$ cat config.mk
export PLATFORM = sky130hd
export DESIGN_NAME = ddr3_user_port_arbiter
export DESIGN_NICKNAME = d
export VERILOG_FILES = /design/src/rtl/ddr3_user_port_arbiter.sv
export SDC_FILE = /design/constraint.sdc
export NUM_CORES = 1
export LEC_CHECK = 0
export BUFFER_PORTS_ARGS = -buffer_cell sky130_fd_sc_hd__buf_4
export CORE_ASPECT_RATIO = 0.9
export CORE_MARGIN = 5
export CORE_UTILIZATION = 35
export CTS_CLUSTER_DIAMETER = 60
export DETAILED_ROUTE_END_ITERATION = 16
export SYNTH_ARGS = -nofsm -noshare
export SYNTH_HDL_FRONTEND = slang
export SYNTH_SLANG_ARGS = --single-unit
$ cat constraint.sdc
create_clock -name clk -period 4.1 [get_ports clk]
set_clock_uncertainty 0.15 [all_clocks]
set_input_delay 0.615 -clock clk [delete_from_list [all_inputs] [get_ports clk]]
set_output_delay 0.615 -clock clk [all_outputs]
set_load 0.005 [all_outputs]
$ cat src/rtl/ddr3_user_port_arbiter.sv
// Two-port round-robin front end for ddr3_memory_controller: one command in flight,
// reads wait for data (or a timeout) before the next port is granted.
module ddr3_user_port_arbiter #(
  parameter int ADDRESS_BITWIDTH      = 15,
  parameter int BANK_ADDRESS_BITWIDTH = 3,
  parameter int DQ_BITWIDTH           = 16,
  parameter int RD_TIMEOUT            = 1023
) (
  input  logic                                              clk,
  input  logic                                              reset,
  input  logic                                              p0_req,
  input  logic                                              p1_req,
  input  logic                                              p0_we,
  input  logic                                              p1_we,
  input  logic [BANK_ADDRESS_BITWIDTH+ADDRESS_BITWIDTH-1:0] p0_addr,
  input  logic [BANK_ADDRESS_BITWIDTH+ADDRESS_BITWIDTH-1:0] p1_addr,
  input  logic [DQ_BITWIDTH-1:0]                            p0_wdata,
  input  logic [DQ_BITWIDTH-1:0]                            p1_wdata,
  output logic                                              p0_ack,
  output logic                                              p1_ack,
  output logic                                              p0_rvalid,
  output logic                                              p1_rvalid,
  output logic [DQ_BITWIDTH-1:0]                            rdata,
  output logic                                              write_enable,
  output logic                                              read_enable,
  output logic [BANK_ADDRESS_BITWIDTH+ADDRESS_BITWIDTH-1:0] i_user_data_address,
  output logic [DQ_BITWIDTH-1:0]                            data_to_ram,
  input  logic [DQ_BITWIDTH-1:0]                            data_from_ram,
  input  logic                                              ctrl_cmd_ready,
  input  logic                                              ctrl_rd_valid,
  output logic                                              owner,
  output logic                                              busy,
  output logic                                              rd_timeout_err,
  output logic [1:0]                                        dbg_state
);

  localparam int AW = BANK_ADDRESS_BITWIDTH + ADDRESS_BITWIDTH;
  localparam int CW = $clog2(RD_TIMEOUT + 1);
  localparam logic [CW-1:0] TO_LAST = CW'(RD_TIMEOUT - 1);
  localparam logic [CW-1:0] TO_MAX  = CW'(RD_TIMEOUT);

  typedef enum logic [1:0] {
    S_IDLE    = 2'd0,
    S_ISSUE   = 2'd1,
    S_WAIT_RD = 2'd2
  } state_t;

  // Handshakes: a port holds req and its fields until it sees its one-cycle ack;
  // the command strobe is held with stable address/data until ctrl_cmd_ready is
  // sampled high on a rising edge, which is the transfer edge.
  state_t           state_q, state_d;
  logic             owner_q, owner_d;
  logic             prio_q, prio_d;
  logic             we_q, we_d;
  logic [AW-1:0]    addr_q, addr_d;
  logic [DQ_BITWIDTH-1:0] wdata_q, wdata_d;
  logic [DQ_BITWIDTH-1:0] rdata_q, rdata_d;
  logic             err_q, err_d;
  logic [CW-1:0]    cnt_q, cnt_d;
  logic [1:0]       ack_q, ack_d;
  logic [1:0]       rvalid_q, rvalid_d;
  logic [1:0]       req_eff;
  logic             grant;

  always_ff @(posedge clk or posedge reset) begin
    if (reset) begin
      state_q  <= S_IDLE;
      owner_q  <= 1'b0;
      prio_q   <= 1'b0;
      we_q     <= 1'b0;
      addr_q   <= '0;
      wdata_q  <= '0;
      rdata_q  <= '0;
      err_q    <= 1'b0;
      cnt_q    <= '0;
      ack_q    <= 2'b00;
      rvalid_q <= 2'b00;
    end else begin
      state_q  <= state_d;
      owner_q  <= owner_d;
      prio_q   <= prio_d;
      we_q     <= we_d;
      addr_q   <= addr_d;
      wdata_q  <= wdata_d;
      rdata_q  <= rdata_d;
      err_q    <= err_d;
      cnt_q    <= cnt_d;
      ack_q    <= ack_d;
      rvalid_q <= rvalid_d;
    end
  end

  always_comb begin
    // A port whose ack is still showing is finishing its handshake, not asking again.
    req_eff  = {p1_req & ~ack_q[1], p0_req & ~ack_q[0]};
    grant    = (req_eff == 2'b11) ? prio_q : req_eff[1];
    state_d  = state_q;
    owner_d  = owner_q;
    prio_d   = prio_q;
    we_d     = we_q;
    addr_d   = addr_q;
    wdata_d  = wdata_q;
    rdata_d  = rdata_q;
    err_d    = err_q;
    cnt_d    = cnt_q;
    ack_d    = 2'b00;
    rvalid_d = 2'b00;
    case (state_q)
      S_IDLE: begin
        if (|req_eff) begin
          state_d = S_ISSUE;
          owner_d = grant;
          prio_d  = ~grant;
          we_d    = grant ? p1_we    : p0_we;
          addr_d  = grant ? p1_addr  : p0_addr;
          wdata_d = grant ? p1_wdata : p0_wdata;
        end
      end
      S_ISSUE: begin
        if (ctrl_cmd_ready) begin
          ack_d[owner_q] = 1'b1;
          cnt_d          = '0;
          state_d        = we_q ? S_IDLE : S_WAIT_RD;
        end
      end
      S_WAIT_RD: begin
        if (ctrl_rd_valid) begin
          rdata_d           = data_from_ram;
          rvalid_d[owner_q] = 1'b1;
          state_d           = S_IDLE;
        end else if (cnt_q == TO_LAST) begin
          err_d             = 1'b1;
          rdata_d           = '0;
          rvalid_d[owner_q] = 1'b1;
          state_d           = S_IDLE;
        end else if (cnt_q != TO_MAX) begin
          cnt_d = cnt_q + 1'b1;
        end
      end
      default: state_d = S_IDLE;
    endcase
  end

  always_comb begin
    write_enable        = (state_q == S_ISSUE) && we_q;
    read_enable         = (state_q == S_ISSUE) && !we_q;
    busy                = (state_q != S_IDLE);
    dbg_state           = state_q;
    owner               = owner_q;
    i_user_data_address = addr_q;
    data_to_ram         = wdata_q;
    rdata               = rdata_q;
    rd_timeout_err      = err_q;
    p0_ack              = ack_q[0];
    p1_ack              = ack_q[1];
    p0_rvalid           = rvalid_q[0];
    p1_rvalid           = rvalid_q[1];
  end

endmodule

# Yosys cells after proc, flatten, opt, wreduce, memory -nomap -nowiden
# Index checks and enable logic that the tools add are counted.
# totals
regBits	70
inputBits	92
out_inout_bits	61
wordCells	69
# op_classes
addsub	1
n_lt_le_gt_ge	2
eq_ne	11
muxes	24
bitwise	6
reduce_logical	14
# op_table
cell	n
$mux 16	3
$mux 10	4
$mux 2	10
$pmux 10 s2	1
$mux 18	1
$add 10x1->10 const B	1
$eq 10x10->1 const B	1
$ne 10x10->1 const B	1
$ne 2x2->1 const B	5
$pmux 2 s3	1
$reduce_and 3->1	2
$reduce_bool 2->1	3
$reduce_and 5->1	1
$eq 2x2->1 const B	2
$not 1->1	4
$reduce_and 2->1	2
$logic_and 1x1->1	3
$mux 1	3
$ne 3x3->1 const B	1
$and 1x1->1	2
$eq 2x1->1 const B	1
$logic_not 2->1	1
$lt 1x2->1 const B	1
$reduce_or 2->1	1
other kinds (3)	3

# Logic depth before layout (Yosys ltp)
# Gate-level depths: netlist of run 1.
# logic_depth
ltp_word	7
ltp_mapped	7
depth_no_buf	6

# Worst setup path after synthesis of run 1
# OpenSTA, ideal clock, no wires.
# synth_path
kind	input -> register
startpoint	in p1_req
endpoint	reg wdata_q[0] (netlist: data_to_ram[0])
setup_ps	127
t_arrival_ps	1709
t_required_ps	3823
slack_ps	2114
stages	5
n_path_buf	1
path_cell_list	nor2b_1 o21ai_1 buf_2 a222oi_1 inv_1
# synth_between
elab_chain_len	4
word_cells_on_any_way	6
cone_classes	eq/ne: 1; mux: 2; bitwise: 1; reduce/logical: 2
# synth_lines
item	line_no	source
start: declaration	12	input logic p1_req,
$and 1x1->1 (*)	95	req_eff = {p1_req & ~ack_q[1], p0_req & ~ack_q[0]};
$eq 2x2->1	96	grant = (req_eff == 2'b11) ? prio_q : req_eff[1];
$mux 1	96	
$mux 16	116	wdata_d = grant ? p1_wdata : p0_wdata;
end signal: assignment	84	wdata_q <= wdata_d;
end: declaration	56	logic [DQ_BITWIDTH-1:0] wdata_q, wdata_d;
# Every way passes the cells marked *; elsewhere a longest branch is shown, timed or not.
# A chain may end at the register's enable or synchronous reset.

# Worst setup path after layout of run 1
# layout_path
startpoint	reg state_q[0] (netlist: dbg_state[0])
endpoint	reg wdata_q[10] (netlist: data_to_ram[10])
# layout_between
elab_chain_len	2
# layout_lines
item	line_no	source
start: declaration	51	state_t state_q, state_d;
start signal: assignment	79	state_q <= state_d;
$logic_not 2->1	108	case (state_q)
$reduce_and 2->1 (no source line)	n/a	
# Every way passes these cells.

==> results of run 1 <==
## routing by layer
layer	wire length (um)	global-route usage, %	vias up
li1	-	-	1287
met1	3740	21.4	1359
met2	4580	28.2	92
met3	511	4.98	14
met4	163	5.05	0
met5	0	0	-
## cells by family after synthesis
family,share of synthesized area (%)
compound gates,25.1
fa+ha+maj,0.818
buf+inv,8.18
flops,57.3
mux,0.368
simple gates,8.30
## registers in the layout, summed over array words and instances, names as in the netlist
name	cells
cnt_q	10
prio_q	1
dbg_state	2
owner	1
rvalid_q	2
i_user_data_address	18
ack_q	2
we_q	1
rd_timeout_err	1
data_to_ram	16
rdata	16
## final cells by class
type	count	share of cell area [%]
clock inverters	6	1.36
inverters	43	3.59
multi-input cells	128	23.6
repair buffers	156	26.1
flip-flops and latches	70	39.0
clock buffers	10	3.06
well taps	119	3.31
## cells in the mapped netlist, types with 2 or more instances
cell type	count
sky130_fd_sc_hd__dfrtp_1	70
sky130_fd_sc_hd__inv_1	43
sky130_fd_sc_hd__a222oi_1	35
sky130_fd_sc_hd__a22o_1	16
sky130_fd_sc_hd__buf_2	14
sky130_fd_sc_hd__nand3_1	11
sky130_fd_sc_hd__nor2_1	6
sky130_fd_sc_hd__o211ai_1	6
sky130_fd_sc_hd__and3_1	4
sky130_fd_sc_hd__nand2_1	4
sky130_fd_sc_hd__a21o_1	3
sky130_fd_sc_hd__a31oi_1	3
sky130_fd_sc_hd__a41oi_1	3
sky130_fd_sc_hd__nor2b_1	3
sky130_fd_sc_hd__o21ai_0	3
sky130_fd_sc_hd__o21ai_1	3
sky130_fd_sc_hd__clkbuf_1	2
sky130_fd_sc_hd__ha_1	2
sky130_fd_sc_hd__nor3_1	2
sky130_fd_sc_hd__or3_1	2
## cell usage in the layout (no fill, tap or decap), drive strengths merged, types with 2 or more instances in the layout
cell / instances
nor3b: 2
and3: 4
o211ai: 6
dfrtp: 70
ha: 2
nand2: 5
buf: 156
o31ai: 2
a41oi: 3
nor3: 2
a222oi: 35
nand3: 13
nor2: 6
a31oi: 3
o21ai: 6
a22o: 16
or3: 2
clkbuf: 10
nor2b: 3
inv: 43
a21o: 3
clkinv: 4
## stage by stage
step                      power (uW)  util, %  cells
final                           2930     52.4    532
after global routing            3150     52.4    532
after CTS                       2970     52.4    532
after detailed placement        2410     50.1    516
after global placement          2390     50.1    516
after floorplan                 1760        -    258
## final timing paths
check / to / slack [ns] / cells after the start
max: data_to_ram[10] / 1.85 / 4
min: rd_timeout_err / 0.32 / 1
max reg2reg: data_to_ram[10] / 1.85 / 4
min reg2reg: rd_timeout_err / 0.32 / 1
max in group asynchronous: i_user_data_address[11] / 2.67 / 3
min in group asynchronous: rdata[6] / 0.36 / 2
## power groups by stage
stage	sequential (uW)	combinational, uW	clock (uW)
CTS	1160	1250	569
detailed placement	1160	1250	0
global placement	1160	1230	0
global route	1190	1350	603
finish	1150	1230	554
floorplan	1140	621	0
==> results by group, run 1 <==
Min path
  – Class of the tightest hold or removal check: register to register
  – Startpoint of the worst hold path: rd_timeout_err

Run
  – Maximum Capacitance Violations: 0

Cells and area
  – Sequential Area: 1750 sq um
  – Number of nets in the final layout: 502
  – Non-Filler Cell Area, Final: 4490 sq um
  – Antenna diode count: 0
  – Combined area of the multi-input logic cells: 1060 sq um
  – Ratio of cells with drive above 1 in the final layout: 44.3%
  – Signed area change from the synthesized netlist to the final layout: 46.9%
  – Fillers: 783

Synth
  – Yosys reg bits: 70
  – Post-synthesis sequential area ratio: 57.3%
  – FFs w/ async S/R, synth: 100%
  – Synth Cell Area: 3060 sq um
  – Yosys cell types: 43
  – Post-synth EDFFs: 0
  – Mean instance size in the synthesized netlist: 11.9 sq um
  – Post-synthesis instance total: 258
  – Ranking of synthesized cells by area: sky130_fd_sc_hd__dfrtp_1 (57%), sky130_fd_sc_hd__a222oi_1 (11%), sky130_fd_sc_hd__inv_1 (5.3%), sky130_fd_sc_hd__a22o_1 (4.6%), sky130_fd_sc_hd__buf_2 (2.3%)
  – Net count of the mapped netlist: 352
  – Most used DFF post-synth: sky130_fd_sc_hd__dfrtp_1
  – Proportion of netlist area held by the largest area contributor: 57.3%
  – Cell type contributing the most total cell area after synthesis: sky130_fd_sc_hd__dfrtp_1
  – Warning count from the yosys run: 0

Die
  – Die W: 109 um
  – Core outline area: 8570 sq um
  – Die extent in y: 98.7 um
  – Num ports: 153
  – Site row count: 32
  – Area enclosed by the die boundary: 10700 sq um
  – Starting density of the core: 35.7%

STA
  – Smallest setup slack after layout: 1.85 ns
  – Slew Viols, Final: 0
  – Post-route clock period utilization: 54.9%
  – Least-Margin Pin Slew: 1.17 ns
  – Setup TNS after final layout: 0 ns
  – Headroom to the max-slew limit: 22.0%
  – Shortest period the worst path allows: 2.25 ns
  – Upper clock frequency limit: 0.444 GHz
  – RSZ-0062 raised after global routing: false
  – Final hold slack: 0.321 ns
  – Final hold violations: 0
  – Setup Viol. Count Final: 0

Placement
  – Placed cell areas: 4290 sq um
  – Routability cong.: 0.872
  – Pre-CTS setup slack: 1.52 ns
  – Number of port buffers: 152
  – Dpl hpwl: 6620 um

Routing
  – DR iter-0 viols: 257
  – Residual DRC: 0
  – Via-per-instance ratio: 5.17
  – Routed length per instance: 16.9 um
  – Total via count in the routed design: 2752
  – Total wire length: 8990 um
  – ANT nets after route: 0
  – Iteration count of the initial detailed-routing pass: 5

Power
  – Clk network pwr share: 18.9%
  – Leakage power summed over all cells: 0.00237 uW
  – Power per standard cell area: 653 nW/um^2
  – Flop pwr share: 39.3%
  – Net Sw Frac: 33.6%
  – Switching component of the power: 985 uW
  – Internal Dissipation: 1950 uW
  – Combinational Power Share: 41.8%
  – Worst IR drop on VDD: 0.352 mV

Setup path
  – Critical-path cell list: nor2_1 > o211a_1 > a222oi_1 > inv_1
  – Worst path slowest cell: sky130_fd_sc_hd__o211a_1
  – Arrival time of data at the critical path endpoint: 2.37 ns
  – Worst setup path class: register to register
  – Required arrival time at the worst endpoint: 4.22 ns
  – Type of element launching the critical path: register
  – CP top delay family: compound AO/OA/AOI/OAI gates
  – Worst reg2reg startpoint: dbg_state[0]
  – CP max stage delay: 0.97 ns
  – Buf/Inv on CP: 1
  – Element type at the critical path end: register
  – Startpoint of the most critical setup path: dbg_state[0]
  – Maximum fanout along the worst path: 36

Global route
  – Number of antenna violations at the first check in global routing: 0
  – Total congestion overflow: 0
  – Total track usage: 17.0%
  – First-pass GRT wire length: 14500 um
  – Largest net degree at the start of global routing: 47
  – Vias in the first global route: 2861

CTS
  – Clock root buffer: sky130_fd_sc_hd__clkbuf_8
  – Worst skew pair latency: 0.33 ns
  – CTS clk-pin slew, worst paths: 0.07 ns
  – Hold buffers post-CTS: 0
  – Deepest clock path buffer count: 2
  – Post-cts gate resize count: 0
  – CTS tree: done
  – Post-CTS setup buffer count: 0
  – Clock buffers created by TritonCTS: 9
  – Number of clock sinks seen by CTS: 70
  – Htree depth: 3

Run status
  – Result of the run: finished, final reports clean
No activity file was read; power rests on OpenSTA's default activity.
==> run 2: changes to the inputs <==
==> constraint.sdc (replaced) <==
create_clock -name clk -period 2.3 [get_ports clk]
set_clock_uncertainty 0.15 [all_clocks]
set_input_delay 0.345 -clock clk [delete_from_list [all_inputs] [get_ports clk]]
set_output_delay 0.345 -clock clk [all_outputs]
set_load 0.005 [all_outputs]
==> run 2 against run 1 <==
Against the previous run: clock-buffer cell count grew 1; critical path depth grew 2; core utilization increased by 0.77 points; critical path type unchanged; cell count increased by 1.1%; setup slack worse by 1.6 ns; sequential power grew 77%.
==> results by group, run 2 (synthesis gave the netlist of run 1 again) <==
Setup path
  – Element type at the critical path end: register (unchanged)
  – Worst R2R End: cnt_q[1] (was data_to_ram[10])
  – Type of element launching the critical path: register (unchanged)
  – Depth of the critical timing path with buffers and inverters included: 6 (was 4)
  – CP max stage delay: 0.43 ns (was 0.97 ns)
  – CP top delay family: compound AO/OA/AOI/OAI gates (unchanged)
  – Worst path slowest cell: sky130_fd_sc_hd__o31ai_4 (was sky130_fd_sc_hd__o211a_1)
  – Required arrival time at the worst endpoint: 2.37 ns (was 4.22 ns)
  – Worst reg2reg path depth: 6 (was 4)
  – Endpoint of the most critical setup path: cnt_q[1] (was data_to_ram[10])
  – Maximum fanout along the worst path: 7 (was 36)
  – Worst setup path class: register to register (unchanged)
  – Critical-path cell list: inv_1 > ha_1 > nand3_1 > o31ai_4 > a22oi_2 > mux2_1 (was nor2_1 > o211a_1 > a222oi_1 > inv_1)
  – Reg2Reg Setup Slack: 0.29 ns (was 1.85 ns)
  – Buf/Inv on CP: 1 (unchanged)
  – Startpoint of the most critical setup path: cnt_q[0] (was dbg_state[0])
  – Worst reg2reg startpoint: cnt_q[0] (was dbg_state[0])
  – Arrival time of data at the critical path endpoint: 2.08 ns (was 2.37 ns)

STA
  – Setup Viol. Count Final: 0 (unchanged)
  – Post-route clock period utilization: 87.4% (was 54.9%)
  – Upper clock frequency limit: 0.497 GHz (was 0.444 GHz)
  – Slew Viols, Final: 0 (unchanged)
  – Least-Margin Pin Slew: 0.613 ns (was 1.17 ns)
  – Headroom to the max-slew limit: 59.1% (was 22.0%)
  – Shortest period the worst path allows: 2.01 ns (was 2.25 ns)
  – RSZ-0062 raised after global routing: false (unchanged)
  – Setup TNS after final layout: 0 ns (unchanged)
  – Final hold slack: 0.0625 ns (was 0.321 ns)
  – Final hold violations: 0 (unchanged)

Power
  – Net Sw Frac: 34.1% (was 33.6%)
  – Power per standard cell area: 1130 nW/um^2 (was 653 nW/um^2)
  – Clk network pwr share: 16.5% (was 18.9%)
  – Combinational Power Share: 44.1% (was 41.8%)
  – Internal Dissipation: 3400 uW (was 1950 uW)
  – Switching component of the power: 1760 uW (was 985 uW)
  – Worst IR drop on VDD: 0.499 mV (was 0.352 mV)
  – Flop pwr share: 39.4% (was 39.3%)
  – Leakage power summed over all cells: 0.00238 uW (was 0.00237 uW)

Run status
  – Result of the run: finished, final reports clean (unchanged)

CTS
  – Clock buffers created by TritonCTS: 9 (unchanged)
  – Clock root buffer: sky130_fd_sc_hd__clkbuf_8 (unchanged)
  – Deepest clock path buffer count: 2 (unchanged)
  – Htree depth: 3 (unchanged)
  – CTS clk-pin slew, worst paths: 0.08 ns (was 0.07 ns)
  – Number of clock sinks seen by CTS: 70 (unchanged)
  – Worst skew pair latency: 0.33 ns (about the same)
  – CTS tree: done (unchanged)

Cells and area
  – Fillers: 813 (was 783)
  – Max FFs per register: 18 (unchanged)
  – Commonest cells after routing, fill and taps aside: sky130_fd_sc_hd__buf_4 (157), sky130_fd_sc_hd__dfrtp_1 (70), sky130_fd_sc_hd__inv_1 (42), sky130_fd_sc_hd__a222oi_1 (35), sky130_fd_sc_hd__a22o_1 (16) (was sky130_fd_sc_hd__buf_4 (156), sky130_fd_sc_hd__dfrtp_1 (70), sky130_fd_sc_hd__inv_1 (42), sky130_fd_sc_hd__a222oi_1 (35), sky130_fd_sc_hd__a22o_1 (16))
  – Ratio of cells with drive above 1 in the final layout: 44.4% (was 44.3%)
  – Antenna diode count: 0 (unchanged)
  – Number of nets in the final layout: 508 (was 502)
  – Signed area change from the synthesized netlist to the final layout: 49.0% (was 46.9%)
  – Commonest non-fill, non-tap cell in the layout: sky130_fd_sc_hd__buf_4 (unchanged)

Routing
  – Via-per-instance ratio: 5.19 (was 5.17)
  – DR iter-0 viols: 220 (was 257)
  – Residual DRC: 0 (unchanged)
  – ANT nets after route: 0 (unchanged)
  – Total via count in the routed design: 2794 (was 2752)
  – Routed length per instance: 16.5 um (was 16.9 um)
  – Iteration count of the initial detailed-routing pass: 8 (was 5)
  – Total wire length: 8880 um (was 8990 um)

Global route
  – Number of antenna violations at the first check in global routing: 0 (unchanged)
  – Vias in the first global route: 2941 (was 2861)
  – Largest net degree at the start of global routing: 38 (was 47)
  – Total congestion overflow: 0 (unchanged)
  – First-pass GRT wire length: 14800 um (was 14500 um)
  – Total track usage: 17.1% (was 17.0%)

Placement
  – Dpl hpwl: 6570 um (was 6620 um)
  – Routability cong.: 0.880 (was 0.872)
  – Number of port buffers: 152 (unchanged)

Min path
  – Class of the tightest hold or removal check: input port to register (was register to register)

Die
  – Starting density of the core: 35.7% (unchanged)
  – Area enclosed by the die boundary: 10700 sq um (unchanged)
  – Num ports: 153 (unchanged)
  – Core outline area: 8570 sq um (unchanged)
  – Die extent in y: 98.7 um (unchanged)
  – Die W: 109 um (unchanged)
  – Site row count: 32 (unchanged)

Run
  – Maximum Capacitance Violations: 0 (unchanged)
run 2: per-layer routing:
layer / routed length (um) / GRT usage, % / part of all wire, % / up-vias
li1: - / - / - / 1296
met1: 3740 / 22.9 / 42 / 1377
met2: 4440 / 27.3 / 50 / 111
met3: 543 / 4.85 / 6.1 / 10
met4: 162 / 4.85 / 1.8 / 0
met5: 0 / 0 / 0 / -
run 2: timing repair:
action	in CTS	in global routing
gates resized for setup	0	0
buffers inserted	0	0
hold buffers	1	0
hold endpoints to repair	13	0
run 2: how the worst min path moves through the flow:
stage	startpoint	to	slack (ns)	cells after the start
floorplan	ctrl_cmd_ready	dbg_state[0]	0.29	1
global placement	reset	data_to_ram[2]	0.21	2
detailed placement	reset	data_to_ram[2]	0.21	2
CTS	p1_addr[13]	i_user_data_address[13]	0.04	3
global route	p1_addr[9]	i_user_data_address[9]	0.04	3
finish	p1_addr[13]	i_user_data_address[13]	0.06	3
run 2: cell type report:
| cell class | count | area [sq um] | share of cell area [%] |
|---|---|---|---|
| flip-flops and latches | 70 | 1750 | 38.4 |
| clock inverters | 5 | 36.3 | 0.796 |
| clock buffers | 11 | 131 | 2.88 |
| well taps | 119 | 149 | 3.27 |
| inverters | 43 | 161 | 3.54 |
| multi-input cells | 128 | 1060 | 23.3 |
| repair buffers | 162 | 1270 | 27.8 |
run 2: stage by stage:
stage	total power [uW]	instance area (sq um)	worst slack [ns]	std cells	util, %
2_1_floorplan	3150	3060	0.0368	258	-
5_1_grt	5550	4560	0.174	538	53.2
4_1_cts	5240	4560	0.295	538	53.2
3_5_place_dp	4370	4380	0.310	521	51.1
3_3_place_gp	4330	4380	0.381	521	51.1
6_report	5170	4560	0.290	538	53.2
run 2: worst min-delay path, delay by kind of cell:
family | cells | cell delay (ns)
buffers and inverters | 2 | 0.12
AOI/OAI and AO/OA | 1 | 0.05
run 2: power groups by stage:
stage	logic, uW	registers [uW]	clock network (uW)
2_1_floorplan	1110	2040	0
3_3_place_gp	2270	2050	0
3_5_place_dp	2320	2050	0
4_1_cts	2310	2040	886
5_1_grt	2500	2110	943
6_report	2280	2040	850
==> run 3: changes to the inputs <==
--- a/config.mk
+++ b/config.mk
@@ -8,7 +8,7 @@
 export BUFFER_PORTS_ARGS = -buffer_cell sky130_fd_sc_hd__buf_4
 export CORE_ASPECT_RATIO = 0.9
 export CORE_MARGIN = 5
-export CORE_UTILIZATION = 35
+export CORE_UTILIZATION = 31
 export CTS_CLUSTER_DIAMETER = 60
 export DETAILED_ROUTE_END_ITERATION = 16
 export SYNTH_ARGS = -nofsm -noshare
==> run 3 against run 2 <==
Against the previous run: critical path type unchanged; core utilization down 5.9 points; register-to-register slack worse by 0.10 ns; largest power group unchanged; critical path depth down 2; largest cell class unchanged; non-clock buffer count fell by 2; via count decreased by 1.7%; first-iteration DRC count rose by 15%.
==> results by group, run 3 (synthesis gave the netlist of run 1 again) <==
CTS
  – Htree depth: 3 (unchanged)
  – Worst skew pair latency: 0.34 ns (was 0.33 ns)
  – Clock root buffer: sky130_fd_sc_hd__clkbuf_8 (unchanged)
  – Deepest clock path buffer count: 2 (unchanged)
  – Post-CTS setup buffer count: 0 (unchanged)
  – CTS clk-pin slew, worst paths: 0.08 ns (about the same)
  – Clock buffers created by TritonCTS: 9 (unchanged)
  – Number of clock sinks seen by CTS: 70 (unchanged)
  – CTS tree: done (unchanged)
  – Post-cts gate resize count: 0 (unchanged)

Routing
  – Via-per-instance ratio: 5.06 (was 5.19)
  – Total via count in the routed design: 2746 (was 2794)
  – Iteration count of the initial detailed-routing pass: 8 (unchanged)
  – ANT nets after route: 0 (unchanged)
  – Total wire length: 9070 um (was 8880 um)
  – DR iter-0 viols: 253 (was 220)
  – Residual DRC: 0 (unchanged)
  – Routed length per instance: 16.7 um (was 16.5 um)

STA
  – Final hold violations: 0 (unchanged)
  – Setup Viol. Count Final: 0 (unchanged)
  – Shortest period the worst path allows: 2.11 ns (was 2.01 ns)
  – Headroom to the max-slew limit: 33.7% (was 59.1%)
  – Final hold slack: 0.0537 ns (was 0.0625 ns)
  – Slew Viols, Final: 0 (unchanged)
  – Least-Margin Pin Slew: 0.995 ns (was 0.613 ns)
  – Setup TNS after final layout: 0 ns (unchanged)
  – RSZ-0062 raised after global routing: false (unchanged)
  – Smallest setup slack after layout: 0.187 ns (was 0.290 ns)
  – Post-route clock period utilization: 91.9% (was 87.4%)
  – Upper clock frequency limit: 0.473 GHz (was 0.497 GHz)

Die
  – Num ports: 153 (unchanged)
  – Die W: 115 um (was 109 um)
  – Core outline area: 9660 sq um (was 8570 sq um)
  – Starting density of the core: 31.7% (was 35.7%)
  – Site row count: 34 (was 32)
  – Die extent in y: 104 um (was 98.7 um)
  – Area enclosed by the die boundary: 12000 sq um (was 10700 sq um)

Setup path
  – Buf/Inv on CP: 0 (was 1)
  – Worst reg2reg startpoint: dbg_state[0] (was cnt_q[0])
  – Worst path slowest cell: sky130_fd_sc_hd__and2b_1 (was sky130_fd_sc_hd__o31ai_4)
  – CP max stage delay: 0.54 ns (was 0.43 ns)
  – Reg2Reg Setup Slack: 0.19 ns (was 0.29 ns)
  – Critical-path cell list: and2b_1 > o31ai_2 > a22oi_2 > mux2_1 (was inv_1 > ha_1 > nand3_1 > o31ai_4 > a22oi_2 > mux2_1)
  – Arrival time of data at the critical path endpoint: 2.18 ns (was 2.08 ns)
  – Type of element launching the critical path: register (unchanged)
  – Worst reg2reg path depth: 4 (was 6)
  – Element type at the critical path end: register (unchanged)
  – CP top delay family: simple AND/OR/NAND/NOR gates (was compound AO/OA/AOI/OAI gates)
  – Required arrival time at the worst endpoint: 2.37 ns (about the same)
  – Worst R2R End: cnt_q[1] (unchanged)
  – Maximum fanout along the worst path: 12 (was 7)
  – Worst setup path class: register to register (unchanged)

Cells and area
  – Commonest cells after routing, fill and taps aside: sky130_fd_sc_hd__buf_4 (157), sky130_fd_sc_hd__dfrtp_1 (70), sky130_fd_sc_hd__inv_1 (42), sky130_fd_sc_hd__a222oi_1 (35), sky130_fd_sc_hd__a22o_1 (16) (unchanged)
  – Signed area change from the synthesized netlist to the final layout: 49.3% (was 49.0%)
  – Max FFs per register: 18 (unchanged)
  – Ratio of cells with drive above 1 in the final layout: 44.6% (was 44.4%)
  – Number of nets in the final layout: 506 (was 508)
  – Antenna diode count: 0 (unchanged)
  – Non-Filler Cell Area, Final: 4570 sq um (was 4560 sq um)
  – Commonest non-fill, non-tap cell in the layout: sky130_fd_sc_hd__buf_4 (unchanged)
  – Final design utilization: 47.3% (was 53.2%)

Power
  – Leakage power summed over all cells: 0.00240 uW (was 0.00238 uW)
  – Power per standard cell area: 1170 nW/um^2 (was 1130 nW/um^2)
  – Worst IR drop on VDD: 0.598 mV (was 0.499 mV)

Placement
  – Dpl hpwl: 6450 um (was 6570 um)
  – Number of port buffers: 152 (unchanged)
  – Routability cong.: 0.835 (was 0.880)
  – Pre-CTS setup slack: 0.0649 ns (was 0.310 ns)
  – Placed cell areas: 4350 sq um (was 4380 sq um)

Global route
  – Total congestion overflow: 0 (unchanged)
  – Vias in the first global route: 2806 (was 2941)
  – Total track usage: 15.0% (was 17.1%)
  – Number of antenna violations at the first check in global routing: 0 (unchanged)
  – Largest net degree at the start of global routing: 71 (was 38)
  – First-pass GRT wire length: 14300 um (was 14800 um)

Min path
  – Startpoint of the worst hold path: ctrl_cmd_ready (was p1_addr[13])
  – Endpoint of the worst hold path: dbg_state[0] (was i_user_data_address[13])
  – Class of the tightest hold or removal check: input port to register (unchanged)
  – Worst hold path cell count: 2 (was 3)

Run status
  – Result of the run: finished, final reports clean (unchanged)

Run
  – Maximum Capacitance Violations: 0 (unchanged)
[run 3: cell types whose count changed in the layout (fill, tap and decap cells not counted), sizes merged]
cell	change
buf	-2
clkinvlp	-2
inv	+2
bufinv	+1
clkbuf	-1
[run 3: final cells by class]
type                            instances  area (sq um)
Fill cell                             880          5090
Sequential cell                        70          1750
Timing Repair Buffer                  160          1230
Multi-Input combinational cell        128          1060
Inverter                               43           161
Tap cell                              126           158
Clock buffer                           10           138
Clock inverter                          6          68.8
[run 3: stage by stage]
step	instances	power, uW
floorplan	258	3150
global placement	526	4300
detailed placement	526	4350
CTS	543	5410
global route	543	5730
finish	543	5320
[run 3: worst max path at each step]
| stage | from | slack (ns) | endpoint | cells past startpoint |
|---|---|---|---|---|
| after detailed placement | p1_req | 0.06 | i_user_data_address[5] | 6 |
| after CTS | ack_q[0] | 0.1 | i_user_data_address[5] | 5 |
| after floorplan | reset | 0.04 | ack_q[0] | 1 |
| after global routing | dbg_state[0] | 0.05 | cnt_q[1] | 4 |
| final | dbg_state[0] | 0.19 | cnt_q[1] | 4 |
| after global placement | p1_req | 0.16 | i_user_data_address[16] | 6 |
[run 3: repair_timing]
action                     in CTS  in global routing
hold buffers                    1                  0
hold endpoints to repair       70                  0
setup endpoints to repair       0                 21
[run 3: power breakdown]
group / switching (uW) / internal, uW / total (uW)
Clock: 485 / 538 / 1020
Combinational: 974 / 1270 / 2250
Sequential: 334 / 1720 / 2050
Total: 1790 / 3530 / 5320
[run 3: per-layer routing]
layer	vias to the layer above	global-route usage (%)	wire, um
met3	7	4.71	768
li1	1294	-	-
met1	1331	19.8	3890
met4	0	4.02	108
met5	-	0	0
met2	114	23.9	4310
[run 3: worst register-to-register path, cell delays in order (launching register included)]
cell,delay [ns]
sky130_fd_sc_hd__dfrtp_1,0.49
sky130_fd_sc_hd__and2b_1,0.54
sky130_fd_sc_hd__o31ai_2,0.21
sky130_fd_sc_hd__a22oi_2,0.26
sky130_fd_sc_hd__mux2_1,0.35
